### config.mk
export PLATFORM = sky130hd
export DESIGN_NAME = mem_arbiter
export DESIGN_NICKNAME = d
export VERILOG_FILES = /design/src/rtl/mem_arb_pkg.sv /design/src/rtl/mem_arb_rsp_buf.sv /design/src/rtl/mem_arbiter.sv
export SDC_FILE = /design/constraint.sdc
export NUM_CORES = 1
export LEC_CHECK = 0
export ABC_AREA = 1
export CAP_MARGIN = 25
export CORE_MARGIN = 5
export CORE_UTILIZATION = 33
export CTS_CLUSTER_DIAMETER = 30
export DETAILED_ROUTE_END_ITERATION = 7
export PLACE_DENSITY = 0.89
export SYNTH_ARGS = -nofsm -noshare
export SYNTH_HDL_FRONTEND = slang
export SYNTH_HIERARCHICAL = 1
export SYNTH_SLANG_ARGS = --single-unit
### constraint.sdc
create_clock -name clk -period 2 [get_ports clk]
set_input_delay 0.6 -clock clk [delete_from_list [all_inputs] [get_ports clk]]
set_output_delay 0.6 -clock clk [all_outputs]
set_load 0.01 [all_outputs]
### src/rtl/mem_arb_pkg.sv
// Shared definitions for the unified-memory arbiter: requester IDs, response FSM states, default starvation limit.
// Latency: n/a (definitions only).
// Backpressure: n/a.
package mem_arb_pkg;

    // Requester IDs double as bit positions in the per-requester vectors.
    typedef logic [1:0] req_id_t;

    localparam req_id_t REQ_DBG  = 2'd0;
    localparam req_id_t REQ_DMEM = 2'd1;
    localparam req_id_t REQ_IMEM = 2'd2;
    localparam int      NUM_REQ  = 3;

    // IDLE: nothing outstanding, RESP: first response cycle (data from memory),
    // HOLD: response stalled (data from the holding register).
    typedef enum logic [1:0] {
        IDLE = 2'd0,
        RESP = 2'd1,
        HOLD = 2'd2
    } arb_state_t;

    localparam int STARVE_LIMIT_DEF = 4;

endpackage

### src/rtl/mem_arb_rsp_buf.sv
// Response tracker for the single outstanding access: owner/we registers, hold register, RESP/HOLD data select.
// Latency: response valid the cycle after grant; data straight from mem_rdata in RESP, from hold_q in HOLD.
// Backpressure: an unaccepted response parks mem_rdata in hold_q and stays valid until its owner takes it.
// Ports: grant/grant_id/grant_we   - access launched this cycle (only when idle or accept is high)
//        mem_rdata                 - memory read data, valid the cycle after the strobe
//        rsp_ready/rsp_valid       - per-requester response handshake, indexed by req_id_t
//        rsp_rdata                 - shared response data (0 for writes)
//        idle/accept               - no access outstanding / current response taken this cycle
module mem_arb_rsp_buf
    import mem_arb_pkg::*;
#(
    parameter int DATA_W = 32
) (
    input  logic               clk,
    input  logic               rst,
    input  logic               grant,
    input  req_id_t            grant_id,
    input  logic               grant_we,
    input  logic [DATA_W-1:0]  mem_rdata,
    input  logic [NUM_REQ-1:0] rsp_ready,
    output logic [NUM_REQ-1:0] rsp_valid,
    output logic [DATA_W-1:0]  rsp_rdata,
    output logic               idle,
    output logic               accept
);

    arb_state_t        state;
    logic              we_q;
    logic [DATA_W-1:0] hold_q;

    // rsp_valid is the owner register kept one-hot, so it is also the
    // registered response-valid output.
    assign accept = |(rsp_valid & rsp_ready);
    assign idle   = (state == IDLE);

    always_comb begin
        rsp_rdata = '0;
        if (!we_q) begin
            if (state == RESP) begin
                rsp_rdata = mem_rdata;
            end else if (state == HOLD) begin
                rsp_rdata = hold_q;
            end
        end
    end

    always_ff @(posedge clk or negedge rst) begin
        if (!rst) begin
            state     <= IDLE;
            rsp_valid <= '0;
            we_q      <= 1'b0;
            hold_q    <= '0;
        end else begin
            if (grant) begin
                // A grant only happens when idle or when the current
                // response retires this cycle, so it simply replaces it.
                state     <= RESP;
                rsp_valid <= NUM_REQ'(1) << grant_id;
                we_q      <= grant_we;
            end else if (accept) begin
                state     <= IDLE;
                rsp_valid <= '0;
            end else if (state == RESP) begin
                // mem_rdata is only guaranteed for one cycle; park it.
                state  <= HOLD;
                hold_q <= mem_rdata;
            end
        end
    end

endmodule

### src/rtl/mem_arbiter.sv
// Single-port memory arbiter: dbg > dmem > imem, fetch promoted over dmem after STARVE_LIMIT denied cycles.
// Latency: grant/strobe combinational in cycle N, response valid in N+1; 1 access/cycle when responses are taken at once.
// Backpressure: one access outstanding; a stalled response holds its data and blocks every grant until accepted.
// Ports: <req>_valid/_ready/_addr/_we/_be/_wdata - request channels (imem is read-only)
//        <req>_rsp_valid/_rsp_ready, rsp_rdata   - response channels sharing one data bus
//        mem_en/we/be/addr/wdata, mem_rdata      - memory port, read data one cycle after mem_en
module mem_arbiter
    import mem_arb_pkg::*;
#(
    parameter int ADDR_W       = 16,
    parameter int DATA_W       = 32,
    parameter int STARVE_LIMIT = STARVE_LIMIT_DEF
) (
    input  logic                  clk,
    input  logic                  rst,
    input  logic                  dbg_valid,
    input  logic                  dmem_valid,
    input  logic                  imem_valid,
    output logic                  dbg_ready,
    output logic                  dmem_ready,
    output logic                  imem_ready,
    input  logic [ADDR_W-1:0]     dbg_addr,
    input  logic [ADDR_W-1:0]     dmem_addr,
    input  logic [ADDR_W-1:0]     imem_addr,
    input  logic                  dbg_we,
    input  logic                  dmem_we,
    input  logic [DATA_W/8-1:0]   dbg_be,
    input  logic [DATA_W/8-1:0]   dmem_be,
    input  logic [DATA_W-1:0]     dbg_wdata,
    input  logic [DATA_W-1:0]     dmem_wdata,
    output logic                  dbg_rsp_valid,
    output logic                  dmem_rsp_valid,
    output logic                  imem_rsp_valid,
    input  logic                  dbg_rsp_ready,
    input  logic                  dmem_rsp_ready,
    input  logic                  imem_rsp_ready,
    output logic [DATA_W-1:0]     rsp_rdata,
    output logic                  mem_en,
    output logic                  mem_we,
    output logic [DATA_W/8-1:0]   mem_be,
    output logic [ADDR_W-1:0]     mem_addr,
    output logic [DATA_W-1:0]     mem_wdata,
    input  logic [DATA_W-1:0]     mem_rdata
);

    localparam int CNT_W = $clog2(STARVE_LIMIT + 1);

    logic [CNT_W-1:0]   starve_cnt;
    logic               promote;
    logic               idle;
    logic               accept;
    logic               grant_ok;
    logic               win_vld;
    req_id_t            win_id;
    logic               grant;
    logic [NUM_REQ-1:0] rsp_ready_vec;
    logic [NUM_REQ-1:0] rsp_valid_vec;

    assign promote = (starve_cnt == CNT_W'(STARVE_LIMIT));

    // Gating with rst keeps every ready and the strobe low while in reset.
    assign grant_ok = rst & (idle | accept);

    always_comb begin
        win_vld = 1'b1;
        win_id  = REQ_DBG;
        if (dbg_valid) begin
            win_id = REQ_DBG;
        end else if (promote && imem_valid) begin
            win_id = REQ_IMEM;
        end else if (dmem_valid) begin
            win_id = REQ_DMEM;
        end else if (imem_valid) begin
            win_id = REQ_IMEM;
        end else begin
            win_vld = 1'b0;
        end
    end

    assign grant      = grant_ok & win_vld;
    assign dbg_ready  = grant & (win_id == REQ_DBG);
    assign dmem_ready = grant & (win_id == REQ_DMEM);
    assign imem_ready = grant & (win_id == REQ_IMEM);

    // Memory port follows the winner in the grant cycle, zero otherwise.
    always_comb begin
        mem_en    = grant;
        mem_we    = 1'b0;
        mem_be    = '0;
        mem_addr  = '0;
        mem_wdata = '0;
        if (grant) begin
            case (win_id)
                REQ_DBG: begin
                    mem_we    = dbg_we;
                    mem_be    = dbg_be;
                    mem_addr  = dbg_addr;
                    mem_wdata = dbg_wdata;
                end
                REQ_DMEM: begin
                    mem_we    = dmem_we;
                    mem_be    = dmem_be;
                    mem_addr  = dmem_addr;
                    mem_wdata = dmem_wdata;
                end
                default: begin
                    mem_be   = '1;
                    mem_addr = imem_addr;
                end
            endcase
        end
    end

    // Counts consecutive cycles fetch waits; any gap in imem_valid restarts it.
    always_ff @(posedge clk or negedge rst) begin
        if (!rst) begin
            starve_cnt <= '0;
        end else if (!imem_valid || imem_ready) begin
            starve_cnt <= '0;
        end else if (!promote) begin
            starve_cnt <= starve_cnt + CNT_W'(1);
        end
    end

    assign rsp_ready_vec = {imem_rsp_ready, dmem_rsp_ready, dbg_rsp_ready};

    mem_arb_rsp_buf #(
        .DATA_W (DATA_W)
    ) u_rsp_buf (
        .clk       (clk),
        .rst       (rst),
        .grant     (grant),
        .grant_id  (win_id),
        .grant_we  (mem_we),
        .mem_rdata (mem_rdata),
        .rsp_ready (rsp_ready_vec),
        .rsp_valid (rsp_valid_vec),
        .rsp_rdata (rsp_rdata),
        .idle      (idle),
        .accept    (accept)
    );

    assign dbg_rsp_valid  = rsp_valid_vec[REQ_DBG];
    assign dmem_rsp_valid = rsp_valid_vec[REQ_DMEM];
    assign imem_rsp_valid = rsp_valid_vec[REQ_IMEM];

endmodule

==> results.yml <==
finish:
  final_layout_size_suffix_gt1_share_pct: 49.0
  fillerInstances: 774
  fin_nets: 1127
  seq_area_sq_mm: 0.00103
  postLayoutCoreUtil_pct: 75.3
  multi_input_area_sq_mm: 0.00311
  n_antenna_cell: 0
  syn_to_final_growth_pct: 123
die:
  coreArea_sq_mm: 0.0114
  die_y_um: 118
  dieArea_sq_mm: 0.0140
  die_w_um: 118
  num_rows: 39
  ioPinCount: 254
  start_util_pct: 33.8
worst_setup_path:
  crit_type: "flop to output port"
  crit_family: "buffers and inverters"
  slowest_delay_ns: 0.38
  cp_max_fo: 6
  endpoint_kind: "output port"
  worstPathArrival_ns: 1.79
  cp_slowest_cell: "dfrtp_1"
  cp_num_buf_inv: 4
  start_kind: "flop"
  cp_cell_sequence: "inv_2, ha_4, nand3_4, nand2_4, buf_4, buf_16, nor2_1, nor2_1, nor2_1, buf_2"
  crit_top_cell: "nor2_1"
  crit_required_ns: 1.40
logic_synthesis:
  yosysSeqAreaShare_pct: 26.6
  synth_edf_count: 0
  syn_nets: 773
  syn-cell-area_sq_mm: 0.00386
  ys_ff_latch: 41
  syn_avg_cell_area_sq_um: 6.33
  synth_cell_types: 27
  postSynthCellCount: 609
  synth_ff_type: "dfrtp_1"
  async_reset_ff_share_pct: 100
  yosysWarnings: 6
timing:
  finalSetupViolCount: 88
  layout_setup_ws_ns: -0.389
  fin_setup_tns_ns: -24.49
  max_freq_ghz: 0.419
  tightest_slew_ns: 0.533
  hold_viol_final: 0
  fin_crit_ns: 2.39
  period_share_pct: 119
  drv_slew: 0
  rsz0062_at_grt: "true"
  slew_headroom_pct: 64.5
  skew_ns: 0.00330
route:
  drtIter0Drc: 412
  wirelength_um: 19500
  dr.pass1.iters: 8
  vias: 5686
  vias_per_cell: 5.14
  drc: 0
  drt.antenna.violating_nets: 0
  routedWlPerCell_um: 17.6
run_status:
  status: "finished with violations"
  violations: "negative setup slack"
grt:
  antenna_found_initial: 0
  grt_start_max_net_pins: 42
  overflow: 0
  grt_pass1_wl_um: 28500
  grt_pass1_vias: 5650
  grtUsageTotal_pct: 24.2
run:
  maxCapViolations: 0
placed_design:
  dpl.hpwl_um: 12500
  gp_congestion: 0.937
  io_buffers: 253
clock_network:
  cts_root_buf: "clkbuf_16"
  cts_buffers: 5
  clockBufferDepth: 2
  cts_tree: "built"
  htreeDepth: 2
  clock-sinks: 41
  path_clk_slew_ns: 0.06
  clkLatencyLatePin_ns: 0.28
  cts_hold_buf: 0
power:
  powerDensity_mw_per_mm2: 321
  ir_drop_mv: 0.285
  p_leak_nw: 4.25
min_path:
  hold_class: "input pin to asynchronous set/reset pin"
[power breakdown]
| group | total, mW | internal (mW) | switching (mW) |
|---|---|---|---|
| Combinational | 0.965 | 0.560 | 0.406 |
| Sequential | 0.845 | 0.837 | 0.00740 |
| Clock | 0.951 | 0.623 | 0.328 |
| Total | 2.76 | 2.02 | 0.741 |
[path summary, 6_finish.rpt]
kind	from	endpoint	slack, ns	cells after the start
setup / recovery	starve_cnt[0]	mem_addr[15]	-0.39	10
hold / removal	rst	u_rsp_buf/rsp_valid[2]	0.45	2
setup reg to reg	u_rsp_buf/rsp_valid[0]	u_rsp_buf/hold_q[9]	0.15	12
hold reg to reg	u_rsp_buf/hold_q[25]	u_rsp_buf/hold_q[25]	0.47	2
max in group asynchronous	rst	u_rsp_buf/rsp_valid[0]	1.17	2
min in group clk	u_rsp_buf/hold_q[25]	u_rsp_buf/hold_q[25]	0.47	2
[placed cells by master, fill, tap and decap left out, drive strengths merged]
cell / netlist / layout
a21oi: 65 / 65
buf: 41 / 232
bufinv: 0 / 1
clkbuf: 6 / 11
clkdlybuf4s50: 0 / 157
clkinv: 0 / 2
clkinvlp: 0 / 1
dfrtp: 41 / 41
ha: 2 / 2
inv: 47 / 45
nand2: 214 / 214
nand3: 125 / 125
nand3b: 1 / 1
nor2: 60 / 60
nor3: 2 / 2
o21a: 1 / 1
o21ai: 2 / 2
o21bai: 1 / 1
xor2: 1 / 1
[routing by layer]
metal	wire, um	vias up	GRT usage [%]
li1	-	2665	-
met1	6540	2623	25.8
met2	10300	323	45.1
met3	1840	75	7.02
met4	825	0	8.53
met5	0	-	0
[flip-flops by register name (all words and copies together) (netlist names)]
name / cells
starve_cnt: 3
u_rsp_buf/state: 2
u_rsp_buf/rsp_valid: 3
u_rsp_buf/we_q: 1
u_rsp_buf/hold_q: 32
[synthesized netlist by cell type, types with 6 or more instances]
master / n / area [sq um]
a21oi_1: 38 / 190
a21oi_2: 27 / 236
buf_2: 19 / 95.1
buf_6: 17 / 191
clkbuf_1: 6 / 22.5
dfrtp_1: 41 / 1030
inv_1: 39 / 146
inv_2: 6 / 22.5
nand2_1: 182 / 683
nand2_2: 28 / 175
nand3_1: 121 / 606
nor2_1: 55 / 206
[stage by stage]
stage               total power, mW  hold WS, ns  instance area, sq um  std cells  setup slack (ns)
CTS                            2.67        0.474                  8000       1096            -0.323
detailed placement             1.58        0.459                  7280       1038             -1.21
global placement               1.57        0.454                  7280       1038             -1.17
floorplan                      1.09        0.304                  4130        609           -0.0230
global route                   2.88        0.494                  8600       1107            -0.458
finish                         2.76        0.451                  8600       1107            -0.389
[cells by family (layout without fill, tap and decap cells)]
logic type	after synthesis	after routing	synth area share [%]
AO/OA/AOI/OAI	69	69	11.8
XOR/XNOR	1	1	0.227
adder cells (fa/ha/maj)	2	2	0.649
buffers and inverters	94	449	13.7
flip-flops	41	41	26.6
AND/OR/NAND/NOR	402	402	47.0
[layout make-up]
| cell class | count | area share (%) |
|---|---|---|
| timing repair buffer | 394 | 45.0 |
| multi-input combinational | 474 | 36.2 |
| sequential | 41 | 11.9 |
| inverter | 47 | 2.65 |
| tap | 143 | 2.08 |
| clock buffer | 6 | 1.62 |
| clock inverter | 2 | 0.437 |
[worst register-to-register path, cell delays in order, from the launching register on]
cell       delay, ns
dfrtp_2         0.44
nand2_8         0.09
nand3_4         0.07
nor2_4          0.14
nor2_4          0.06
nand2_4         0.14
inv_6           0.07
buf_4           0.18
inv_4           0.08
nand3_4         0.13
clkbuf_16       0.22
nand2_1         0.08
nand2_1         0.06
[repair_timing]
| action | 4_1_cts | 5_1_grt |
|---|---|---|
| cloned | 10 | 5 |
| setup buffers | 41 | 13 |
| resized for setup | 495 | 120 |
| pin swaps | 40 | 41 |
| endpoints found under the setup margin | 125 | 122 |
Note: power is estimated with default switching activity, not from simulation.
